**src/rtl/escalonador_chamadas_pkg.sv**
```systemverilog
// Purpose : shared types, constants and target-selection helpers for the floor-call scheduler.
// Latency : combinational helpers only; no state.
// Backpr. : n/a. Optional PRIORIDADE_SENTIDO_EN selects escolhe_scan at the call site.
package pacote_elevador;

    localparam int N_ANDARES = 4;
    localparam int W_ANDAR   = 2;

    localparam logic SOBE  = 1'b1;
    localparam logic DESCE = 1'b0;

    typedef enum logic [1:0] {
        PARADO,
        SUBINDO,
        DESCENDO,
        PORTA
    } estado_t;

    // Nearest pending call strictly above and strictly below the current floor.
    typedef struct packed {
        logic               tem_acima;
        logic               tem_abaixo;
        logic [W_ANDAR-1:0] idx_acima;
        logic [W_ANDAR-1:0] idx_abaixo;
    } busca_t;

    // Chosen destination: valid flag, travel side, floor.
    typedef struct packed {
        logic               valido;
        logic               sentido;
        logic [W_ANDAR-1:0] andar;
    } alvo_t;

    // Priority search: the descending loop leaves the lowest call above,
    // the ascending loop leaves the highest call below.
    function automatic busca_t busca_chamadas(input logic [N_ANDARES-1:0] pend,
                                              input logic [W_ANDAR-1:0]   atual);
        busca_t b;
        b = '0;
        for (int i = N_ANDARES-1; i >= 0; i--) begin
            if ((i > int'(atual)) && pend[i]) begin
                b.tem_acima = 1'b1;
                b.idx_acima = i[W_ANDAR-1:0];
            end
        end
        for (int i = 0; i < N_ANDARES; i++) begin
            if ((i < int'(atual)) && pend[i]) begin
                b.tem_abaixo = 1'b1;
                b.idx_abaixo = i[W_ANDAR-1:0];
            end
        end
        return b;
    endfunction

    // Nearest pending floor by distance; equal distances go up.
    function automatic alvo_t escolhe_mais_proximo(input logic [N_ANDARES-1:0] pend,
                                                   input logic [W_ANDAR-1:0]   atual);
        busca_t             b;
        alvo_t              r;
        logic [W_ANDAR-1:0] dist_acima;
        logic [W_ANDAR-1:0] dist_abaixo;
        b           = busca_chamadas(pend, atual);
        r           = '0;
        dist_acima  = b.idx_acima - atual;
        dist_abaixo = atual - b.idx_abaixo;
        if (b.tem_acima && (!b.tem_abaixo || (dist_acima <= dist_abaixo))) begin
            r = '{valido: 1'b1, sentido: SOBE, andar: b.idx_acima};
        end else if (b.tem_abaixo) begin
            r = '{valido: 1'b1, sentido: DESCE, andar: b.idx_abaixo};
        end
        return r;
    endfunction

    // SCAN: keep the last direction while it still has calls, else reverse.
    function automatic alvo_t escolhe_scan(input logic [N_ANDARES-1:0] pend,
                                           input logic [W_ANDAR-1:0]   atual,
                                           input logic                 dir_ultima);
        busca_t b;
        alvo_t  r;
        logic   sobe;
        b    = busca_chamadas(pend, atual);
        r    = '0;
        sobe = (dir_ultima == SOBE) ? b.tem_acima : (b.tem_acima && !b.tem_abaixo);
        if (sobe) begin
            r = '{valido: 1'b1, sentido: SOBE, andar: b.idx_acima};
        end else if (b.tem_abaixo) begin
            r = '{valido: 1'b1, sentido: DESCE, andar: b.idx_abaixo};
        end
        return r;
    endfunction

endpackage

```
**src/rtl/escalonador_chamadas_if.sv**
```systemverilog
// Purpose : groups the scheduler's call inputs and counter/door outputs.
// Latency : wires only.
// Backpr. : none; master = floor/call environment, slave = scheduler.
interface escalonador_chamadas_if import pacote_elevador::*; ();

    logic                 tick_1hz;      // 1-cycle pulse, never back-to-back
    logic [N_ANDARES-1:0] chamada;       // debounced per-floor calls
    logic [W_ANDAR-1:0]   andar_atual;   // floor from the up/down counter
    logic                 lotado;        // occupancy alarm, holds door open
    logic                 direcao;       // 1 = up, 0 = down
    logic                 mover;         // counter step enable
    logic                 porta_aberta;  // door-open request
    logic [W_ANDAR-1:0]   andar_alvo;    // floor being travelled to
    logic [N_ANDARES-1:0] pendentes;     // latched outstanding calls

    modport master (
        output tick_1hz, chamada, andar_atual, lotado,
        input  direcao, mover, porta_aberta, andar_alvo, pendentes
    );

    modport slave (
        input  tick_1hz, chamada, andar_atual, lotado,
        output direcao, mover, porta_aberta, andar_alvo, pendentes
    );

endinterface

```
**src/rtl/escalonador_chamadas_temporizador.sv**
```systemverilog
// Purpose : door dwell counter in tick_1hz units; also reusable for obstruction timing.
// Latency : fim is combinational on the tick that completes TEMPO ticks.
// Backpr. : segura holds the count at 0; inicia restarts it and suppresses fim.
// Ports   : clock, reset (sync, active-low), tick_1hz, inicia, segura -> fim.
module temporizador_porta #(
    parameter int TEMPO = 3
) (
    input  logic clock,
    input  logic reset,
    input  logic tick_1hz,
    input  logic inicia,
    input  logic segura,
    output logic fim
);

    localparam int         W      = (TEMPO > 1) ? $clog2(TEMPO) : 1;
    localparam logic [W-1:0] ULTIMO = W'(TEMPO - 1);

    logic [W-1:0] cont_q, cont_d;

    assign fim = tick_1hz && !inicia && !segura && (cont_q == ULTIMO);

    always_comb begin
        cont_d = cont_q;
        if (inicia || segura) begin
            cont_d = '0;
        end else if (tick_1hz) begin
            cont_d = fim ? '0 : cont_q + W'(1);
        end
    end

    always_ff @(posedge clock) begin
        if (!reset) begin
            cont_q <= '0;
        end else begin
            cont_q <= cont_d;
        end
    end

endmodule

```
**src/rtl/escalonador_chamadas.sv**
```systemverilog
// Purpose : floor-call scheduler; latches calls, picks a target, drives direction/move/door.
// Latency : registered Moore outputs, one cycle from a latched call to the FSM decision.
// Backpr. : none; travel waits on andar_atual, door dwell waits on tick_1hz and lotado.
// Ports   : clock, reset (sync, active-low), bus (escalonador_chamadas_if.slave).
// Config  : PRIORIDADE_SENTIDO_EN selects SCAN target choice; default is nearest floor.
module escalonador_chamadas import pacote_elevador::*; #(
    parameter int TEMPO_PORTA = 3
) (
    input  logic                   clock,
    input  logic                   reset,
    escalonador_chamadas_if.slave  bus
);

    estado_t              estado_q, estado_d;
    logic [N_ANDARES-1:0] pend_q, pend_d;
    logic                 dir_q, dir_d;
    logic                 mover_q, mover_d;
    logic                 porta_q, porta_d;
    logic [W_ANDAR-1:0]   alvo_q, alvo_d;

    logic [N_ANDARES-1:0] um_quente;
    logic [N_ANDARES-1:0] limpa;
    logic                 aqui_pend;
    logic                 absorve;
    logic                 inicia;
    logic                 fim;
    busca_t               busca;
    alvo_t                escolha;

    assign um_quente = {{(N_ANDARES-1){1'b0}}, 1'b1} << bus.andar_atual;

    // The served floor is cleared every cycle the door is open, so a
    // same-cycle set of that bit loses and a repeated press never re-latches.
    assign limpa     = (estado_q == PORTA) ? um_quente : '0;
    assign pend_d    = (pend_q | bus.chamada) & ~limpa;
    assign aqui_pend = pend_q[bus.andar_atual];

    // A press at the open floor keeps the door open for a fresh dwell.
    assign absorve = (estado_q == PORTA) && bus.chamada[bus.andar_atual];
    assign inicia  = (estado_q != PORTA) || absorve;

    assign busca = busca_chamadas(pend_q, bus.andar_atual);

    always_comb begin
`ifdef PRIORIDADE_SENTIDO_EN
        escolha = escolhe_scan(pend_q, bus.andar_atual, dir_q);
`else
        escolha = escolhe_mais_proximo(pend_q, bus.andar_atual);
`endif
    end

    temporizador_porta #(
        .TEMPO    (TEMPO_PORTA)
    ) u_temporizador (
        .clock    (clock),
        .reset    (reset),
        .tick_1hz (bus.tick_1hz),
        .inicia   (inicia),
        .segura   (bus.lotado),
        .fim      (fim)
    );

    always_comb begin
        estado_d = estado_q;
        dir_d    = dir_q;
        alvo_d   = alvo_q;
        unique case (estado_q)
            PARADO: begin
                if (aqui_pend) begin
                    estado_d = PORTA;
                    alvo_d   = bus.andar_atual;
                end else if (escolha.valido) begin
                    estado_d = (escolha.sentido == SOBE) ? SUBINDO : DESCENDO;
                    dir_d    = escolha.sentido;
                    alvo_d   = escolha.andar;
                end
            end
            SUBINDO: begin
                dir_d = SOBE;
                if (aqui_pend) begin
                    estado_d = PORTA;
                    alvo_d   = bus.andar_atual;
                end else if (!busca.tem_acima) begin
                    // Also covers the top floor, where nothing can be above.
                    estado_d = PARADO;
                end
            end
            DESCENDO: begin
                dir_d = DESCE;
                if (aqui_pend) begin
                    estado_d = PORTA;
                    alvo_d   = bus.andar_atual;
                end else if (!busca.tem_abaixo) begin
                    estado_d = PARADO;
                end
            end
            PORTA: begin
                if (fim) begin
                    estado_d = PARADO;
                end
            end
            default: begin
                estado_d = PARADO;
            end
        endcase
        mover_d = (estado_d == SUBINDO) || (estado_d == DESCENDO);
        porta_d = (estado_d == PORTA);
    end

    always_ff @(posedge clock) begin
        if (!reset) begin
            estado_q <= PARADO;
            pend_q   <= '0;
            dir_q    <= SOBE;
            mover_q  <= 1'b0;
            porta_q  <= 1'b0;
            alvo_q   <= '0;
        end else begin
            estado_q <= estado_d;
            pend_q   <= pend_d;
            dir_q    <= dir_d;
            mover_q  <= mover_d;
            porta_q  <= porta_d;
            alvo_q   <= alvo_d;
        end
    end

    assign bus.direcao      = dir_q;
    assign bus.mover        = mover_q;
    assign bus.porta_aberta = porta_q;
    assign bus.andar_alvo   = alvo_q;
    assign bus.pendentes    = pend_q;

endmodule

```
**src/flat_wrapper.sv**
```systemverilog
// flat-port wrapper written by rule: the top's interface ports become plain ports
module escalonador_chamadas_flat import pacote_elevador::*;
#(
    parameter int TEMPO_PORTA = 3
)
  (clock, reset, bus_tick_1hz, bus_chamada, bus_andar_atual, bus_lotado, bus_direcao, bus_mover, bus_porta_aberta, bus_andar_alvo, bus_pendentes);
  escalonador_chamadas_if bus_i ();
  input  logic clock;
  input  logic reset;
  input wire logic [$bits(bus_i.tick_1hz)-1:0] bus_tick_1hz;
  input wire logic [$bits(bus_i.chamada)-1:0] bus_chamada;
  input wire logic [$bits(bus_i.andar_atual)-1:0] bus_andar_atual;
  input wire logic [$bits(bus_i.lotado)-1:0] bus_lotado;
  output wire logic [$bits(bus_i.direcao)-1:0] bus_direcao;
  output wire logic [$bits(bus_i.mover)-1:0] bus_mover;
  output wire logic [$bits(bus_i.porta_aberta)-1:0] bus_porta_aberta;
  output wire logic [$bits(bus_i.andar_alvo)-1:0] bus_andar_alvo;
  output wire logic [$bits(bus_i.pendentes)-1:0] bus_pendentes;
  assign bus_i.tick_1hz = bus_tick_1hz;
  assign bus_i.chamada = bus_chamada;
  assign bus_i.andar_atual = bus_andar_atual;
  assign bus_i.lotado = bus_lotado;
  assign bus_direcao = bus_i.direcao;
  assign bus_mover = bus_i.mover;
  assign bus_porta_aberta = bus_i.porta_aberta;
  assign bus_andar_alvo = bus_i.andar_alvo;
  assign bus_pendentes = bus_i.pendentes;
  escalonador_chamadas #(.TEMPO_PORTA(TEMPO_PORTA)) u_core (.clock(clock), .reset(reset), .bus(bus_i));
endmodule
```
**config.mk**
```make
export PLATFORM = sky130hd
export DESIGN_NAME = escalonador_chamadas_flat
export DESIGN_NICKNAME = d
export VERILOG_FILES = /design/src/rtl/escalonador_chamadas_pkg.sv /design/src/rtl/escalonador_chamadas_if.sv /design/src/rtl/escalonador_chamadas_temporizador.sv /design/src/rtl/escalonador_chamadas.sv /design/src/flat_wrapper.sv
export SDC_FILE = /design/constraint.sdc
export NUM_CORES = 1
export LEC_CHECK = 0
export ABC_AREA = 1
export ABC_CLOCK_PERIOD_IN_PS = 2900
export BUFFER_PORTS_ARGS = -buffer_cell sky130_fd_sc_hd__buf_2
export CELL_PAD_IN_SITES_DETAIL_PLACEMENT = 0
export CELL_PAD_IN_SITES_GLOBAL_PLACEMENT = 1
export CORE_UTILIZATION = 38
export DETAILED_ROUTE_END_ITERATION = 10
export PLACE_DENSITY_LB_ADDON = 0.1
export SLEW_MARGIN = 15
export SYNTH_ARGS = -nofsm -noshare
export SYNTH_HDL_FRONTEND = slang
export SYNTH_SLANG_ARGS = --single-unit
```
**constraint.sdc**
```tcl
create_clock -name clock -period 2.9 [get_ports clock]
set_input_delay 0.435 -clock clock [delete_from_list [all_inputs] [get_ports clock]]
set_output_delay 0.435 -clock clock [all_outputs]
set_load 0.1 [all_outputs]
```
---- Yosys cells after proc, flatten, opt, wreduce, memory -nomap -nowiden ----
Index checks and enable logic that the tools add are counted.
word-level totals
  register bits ........................... 13
  output and inout port bits .............. 9
  word-level logic and storage cells ...... 95
operators by class
  add/sub/neg operators ................... 3
  $lt $le $gt $ge ......................... 8
  eq/ne operators ......................... 12
  shift-type cells ........................ 1
  mux-type cells .......................... 35
  bitwise logic cells ..................... 4
  reduce and logical (&&, ||, !) cells .... 25
operators by type and width
  cell                                                        count
  2-to-1 mux 2 bit                                            16
  2-to-1 mux 4 bit                                            3
  logical AND 1 bit                                           11
  2-to-1 mux 1 bit                                            11
  == test 2 bit, second input constant                        5
  case mux 2 bit (4 select lines)                             1
  AND reduction 3 bit                                         2
  AND 4 bit                                                   1
  binary-select mux 1 bit (select 2 bit)                      2
  == test 2 x 1 -> 1 bit, second input constant               2
  greater-than comparator 2 bit, first input constant         2
  logical OR 1 bit                                            4
  less-than comparator 1 x 2 -> 1 bit, first input constant   2
  inequality test 2 x 1 -> 1 bit, second input constant       2
  inequality test 2 bit, second input constant                2
  inverter 4 bit                                              1
  bitwise OR 4 bit                                            1
  case mux 2 bit (2 select lines)                             1
  OR reduction 2 bit                                          2
  << shifter 1 x 2 -> 4 bit, first input constant             1
  subtractor 2 bit                                            2
  zero test 1 bit                                             3
  less-than comparator 2 x 3 -> 1 bit, second input constant  1
  inequality test 3 x 1 -> 1 bit, second input constant       1
  other kinds (9)                                             9

---- Longest topological paths before layout ----
  depth in word-level cells ............... 16
  gate-level depth with buffers ........... 20

---- By module ----
A second synthesis with hierarchy kept.
second synthesis, totals
  cells, all modules ...................... 188
  area total of the unflattened synthesis .. 1,199.9 µm²
modules (own cells, without submodules)
  module                times used  cells an instance  area each (µm²)  sequential area each (µm²)
  escalonador_chamadas  1           163                1,057.3          220.2
  temporizador_porta    1           25                 142.6            40.0

---- Worst setup path before layout ----
Ideal clock, no wire load.
  kind .................................... reg-to-reg
  start ................................... reg u_core.pend_q[2] (netlist: u_core.bus.pendentes[2])
  end ..................................... reg u_core.mover_q (netlist: u_core.bus.mover)
  arrival time ............................ 3.020 ns
  data required time ...................... 2.791 ns
  path slack .............................. -0.229 ns
  stages on the path, launching flop included .. 19
  path buffers ............................ 0
  clock period less this slack ............ 3.129 ns
  cells stage by stage .................... dfxtp_1 nand2_1 nand2_1 nand2_1 inv_1 nand2_1 o21ai_0 xor2_1 ha_1 nand2_1 a21boi_0 nand2_2 nand2_2 nand3_1 nor2_1 nor2_1 ha_1 nand2_1 inv_1
on the way
  longest elaborated chain between the ends .. 14
  elaborated cells on any way between the ends .. 29
  classes of those cells .................. add/sub (2); order compare (1); eq/ne (2); mux (18); reduce/logical (6)
ends and longest elaborated chain
  what                                                     RTL line                        text
  from (decl)                                              escalonador_chamadas.sv:15      logic [N_ANDARES-1:0] pend_q, pend_d;
  from (signal assigned)                                   escalonador_chamadas.sv:120     pend_q <= pend_d;
  logical AND 1 bit                                        escalonador_chamadas_pkg.sv:41  if ((i > int'(atual)) && pend[i]) begin
  2-to-1 mux 2 bit (2 in a row)                            escalonador_chamadas_pkg.sv:41
  subtractor 2 bit                                         escalonador_chamadas_pkg.sv:64  dist_acima = b.idx_acima - atual;
  <= comparator 2 bit                                      escalonador_chamadas_pkg.sv:66  if (b.tem_acima && (!b.tem_abaixo || (dist_acima <= dist_abaixo))) begin
  logical OR 1 bit                                         escalonador_chamadas_pkg.sv:66
  logical AND 1 bit                                        escalonador_chamadas_pkg.sv:66
  2-to-1 mux 4 bit                                         escalonador_chamadas_pkg.sv:66
  2-to-1 mux 2 bit                                         escalonador_chamadas.sv:73      estado_d = (escolha.sentido == SOBE) ? SUBINDO : DESCENDO;
  2-to-1 mux 2 bit                                         escalonador_chamadas.sv:72      end else if (escolha.valido) begin
  2-to-1 mux 2 bit                                         escalonador_chamadas.sv:69      if (aqui_pend) begin
  case mux 2 bit (4 select lines) *                        escalonador_chamadas.sv:67      unique case (estado_q)
  == test 2 x 1 -> 1 bit or == test 2 bit (tied branches)  escalonador_chamadas.sv:106     mover_d = (estado_d == SUBINDO) || (estado_d == DESCENDO);
  logical OR 1 bit *                                       escalonador_chamadas.sv:106
  via u_core.mover_d                                       escalonador_chamadas.sv:17      logic mover_q, mover_d;
  to (signal assigned)                                     escalonador_chamadas.sv:122     mover_q <= mover_d;
  to (decl)                                                escalonador_chamadas.sv:17
Mark *: on every way through the listed nets, which the timed path passes. The rest lies on a longest branch. The select of a mux whose other input is x is not followed.
A chain may end at the register's enable or synchronous reset.

---- Worst setup path after layout ----
  start ................................... in bus_andar_atual[0]
  end ..................................... reg u_core.mover_q (netlist: u_core.bus.mover)
on the way
  longest elaborated chain between the ends .. 16
  elaborated cells on any way between the ends .. 53
  classes of those cells .................. add/sub (2); order compare (7); eq/ne (2); mux (26); reduce/logical (16)
ends and longest elaborated chain
  what                                                     RTL line                        text
  from (decl)                                              flat_wrapper.sv:12              input wire logic [$bits(bus_i.andar_atual)-1:0] bus_andar_atual;
  greater-than comparator 2 bit                            escalonador_chamadas_pkg.sv:41
  logical AND 1 bit                                        escalonador_chamadas_pkg.sv:41
  2-to-1 mux 2 bit (3 in a row)                            escalonador_chamadas_pkg.sv:41
  subtractor 2 bit                                         escalonador_chamadas_pkg.sv:64
  <= comparator 2 bit                                      escalonador_chamadas_pkg.sv:66
  logical OR 1 bit                                         escalonador_chamadas_pkg.sv:66
  logical AND 1 bit                                        escalonador_chamadas_pkg.sv:66
  2-to-1 mux 4 bit                                         escalonador_chamadas_pkg.sv:66
  2-to-1 mux 2 bit                                         escalonador_chamadas.sv:73
  2-to-1 mux 2 bit                                         escalonador_chamadas.sv:72
  2-to-1 mux 2 bit                                         escalonador_chamadas.sv:69
  case mux 2 bit (4 select lines) *                        escalonador_chamadas.sv:67
  == test 2 x 1 -> 1 bit or == test 2 bit (tied branches)  escalonador_chamadas.sv:106
  logical OR 1 bit *                                       escalonador_chamadas.sv:106
  via u_core.mover_d                                       escalonador_chamadas.sv:17
Marked as above.

==> results.sh <==
export IMPL_critical_path_arrival_ps=2710
export IMPL_cts_root_buf="clkbuf_4"
export IMPL_drive_above_1_share_pct=22.6
export IMPL_skew_ps=4.66
export IMPL_wl_um=2660
export IMPL_vias=1197
export IMPL_grt_pass1_vias=1072
export IMPL_synthesis_area_um2=1160
export IMPL_p_comb_share_pct=64.0
export IMPL_seq_area_frac_synth_pct=22.4
export IMPL_yosys_warnings=0
export IMPL_violations="DRC"
export IMPL_holdWs_ps=423
export IMPL_gp_congestion=0.890
export IMPL_switching_share_pct=56.2
export IMPL_power_density_nw_per_um2=768
export IMPL_io_pins=19
export IMPL_wire_per_inst_um=11.1
export IMPL_clk_pin_slew_ps=80
export IMPL_path_class="in -> reg"
export IMPL_fin_tns_setup_ps=0
export IMPL_endpoint_kind="register"
export IMPL_peakVddDrop_mv=0.319
export IMPL_finalSetupViolCount=0
export IMPL_core_area_um2=2830
export IMPL_hold_viol=0
export IMPL_cts_resized_gates=0
export IMPL_drt_pass1_iter_count=7
export IMPL_clock_sinks=13
export IMPL_p_sw_mw=0.577
export IMPL_start_util_pct=41.1
export IMPL_area_growth_pct=15.0
export IMPL_worstSetupStartpointType="input pin"
export IMPL_numCtsBuffers=3
export IMPL_antenna_found_initial=0
export IMPL_async_flop_share_pct=0
export IMPL_avgSynthCellArea_um2=6.35
export IMPL_maxSlewViolCount=0
export IMPL_layout_setup_ws_ps=369
export IMPL_dpl_cell_area_um2=1310
export IMPL_groute_usage_overall_pct=18.2
export IMPL_cp_required_ps=3080
export IMPL_die_area_um2=3280
export IMPL_rsz0062_at_grt="false"
export IMPL_die_height_um=57.3
export IMPL_postRouteAntennaNets=0
export IMPL_status="finished with violations"
export IMPL_power_clock_fraction_pct=10.8
export IMPL_synth_edf_count=0
export IMPL_cts_hold_buf=0
export IMPL_p_seq_share_pct=25.2
export IMPL_path_max_fanout=7
export IMPL_dr_first_iter_drc_count=45
export IMPL_yosysUniqueCellTypes=26
export IMPL_cts_buffer_depth=2
export IMPL_place_hpwl_um=2180
export IMPL_synth_seq_cells=13
export IMPL_io_buffers=18
export IMPL_drc=8
export IMPL_place_ws_ps=68.7
export IMPL_p_leak_nw=0.784
export IMPL_cap_violations=0
export IMPL_min_delay_path_class="in -> reg"
export IMPL_syn_num_nets=204
export IMPL_worst_pin_slew_ps=485
export IMPL_grt_overflow=0
export IMPL_grt_pass1_wl_um=4670
export IMPL_cts_setup_buffers=0
export IMPL_regArea_um2=264
export IMPL_synth_main_ff_cell="dfxtp_1"
export IMPL_slew_headroom_pct=67.9
export IMPL_cts_tree="yes"
export IMPL_p_int_mw=0.450
export IMPL_final_cell_area_um2=1340
export IMPL_fmax_mhz=395
export IMPL_fin_crit_ps=2530
export IMPL_multi_input_area_um2=759
export IMPL_rows=19
export IMPL_antennaDiodeCount=0
export IMPL_period_share_pct=87.3
export IMPL_synthCells=183
export IMPL_nFillCells=325
export IMPL_insertion_delay_ps=270
export IMPL_ctsHtreeMaxLevel=1
export IMPL_grt_max_degree=9
export IMPL_vias_per_cell=5.01
export IMPL_final_nets=230
export IMPL_die_w_um=57.3
[critical path, cell delays in order]
cell and delay [ps]:
buf_2 170, nand2_1 110, nand2_2 110, nor2_1 50, nor2_1 150, ha_1 190, xor2_1 150, ha_1 260
nand2_1 60, a21boi_0 210, nand2_2 80, nand2_2 90, nand3_1 70, nor2_1 130, nor2_1 70, ha_1 270
nand2_1 70, inv_1 30
[sequential cells by signal, summed over array words and instances (netlist names)]
| register | flops |
|---|---|
| u_core.bus.direcao | 1 |
| u_core.bus.mover | 1 |
| u_core.bus.andar_alvo | 2 |
| u_core.bus.porta_aberta | 1 |
| u_core.u_temporizador.cont_q | 2 |
| u_core.bus.pendentes | 4 |
| u_core.estado_q | 2 |
[path summary, 6_finish.rpt]
check                          start                       to  slack [ps]  cells after the start
max               bus_andar_atual[0]         u_core.bus.mover         370                     18
min                   bus_chamada[3]  u_core.bus.pendentes[3]         420                      3
max reg2reg  u_core.bus.pendentes[2]         u_core.bus.mover         410                     17
min reg2reg       u_core.bus.direcao       u_core.bus.direcao         460                      2
[cells in the mapped netlist, types with 2 or more instances]
cell | number | area share [%]
nor2_2 | 2 | 1.1
dfxtp_1 | 13 | 22
a31oi_1 | 2 | 1.1
nor2_1 | 14 | 4.5
nor2_4 | 2 | 1.9
ha_1 | 11 | 12
buf_6 | 2 | 1.9
inv_1 | 30 | 9.7
nand3_2 | 2 | 1.7
inv_2 | 2 | 0.65
nor3_1 | 2 | 0.86
nand2_1 | 57 | 18
o21ai_0 | 6 | 2.6
nand3_1 | 15 | 6.5
a21oi_1 | 5 | 2.2
nand2_2 | 8 | 4.3
[cell type report]
cell class | count | area share, %
tap | 31 | 2.90
sequential | 13 | 19.8
multi-input combinational | 136 | 56.8
clock buffer | 4 | 1.97
inverter | 32 | 8.99
timing repair buffer | 23 | 9.55
[metrics by stage]
| step | total power, mW | util, % | cells |
|---|---|---|---|
| after floorplan | 0.804 | - | 183 |
| after global placement | 0.918 | 46.3 | 235 |
| after detailed placement | 0.922 | 46.3 | 235 |
| after CTS | 1.04 | 47.2 | 239 |
| after global routing | 1.12 | 47.2 | 239 |
| final | 1.03 | 47.2 | 239 |
[logic make-up after synthesis]
family                   share of synthesized area, %
AND/OR/NAND/NOR                                  44.2
adder cells (fa/ha/maj)                          11.8
buffers and inverters                            12.3
flip-flops                                       22.4
XOR/XNOR                                         1.51
AO/OA/AOI/OAI                                    7.75
[metal layers]
layer / up-vias / wire (µm) / global-route usage (%)
met3: 7 / 141 / 3.85
met1: 538 / 1280 / 23.9
met2: 33 / 1200 / 29.1
li1: 619 / - / -
met5: - / 0 / 0
met4: 0 / 44 / 7.67
[power by group through the flow]
stage	registers [mW]	logic, mW	clock network [mW]
global placement	0.262	0.656	0
CTS	0.259	0.660	0.119
detailed placement	0.263	0.659	0
global route	0.266	0.730	0.127
floorplan	0.488	0.316	0
finish	0.259	0.657	0.111
[cells in the final DEF, fill, tap and decap left out, types with 2 or more instances in the layout]
master / instances
a31oi_1: 2
buf_4: 5
dfxtp_1: 10
o21ai_0: 6
nor2_2: 2
clkbuf_4: 3
ha_1: 11
nor3_1: 2
dfxtp_2: 3
nor2_1: 14
nand3_2: 2
buf_2: 18
nand2_2: 8
inv_2: 2
a21oi_1: 5
nor2_4: 2
nand2_1: 57
nand3_1: 15
inv_1: 30
Note: power is estimated with default switching activity, not from simulation.
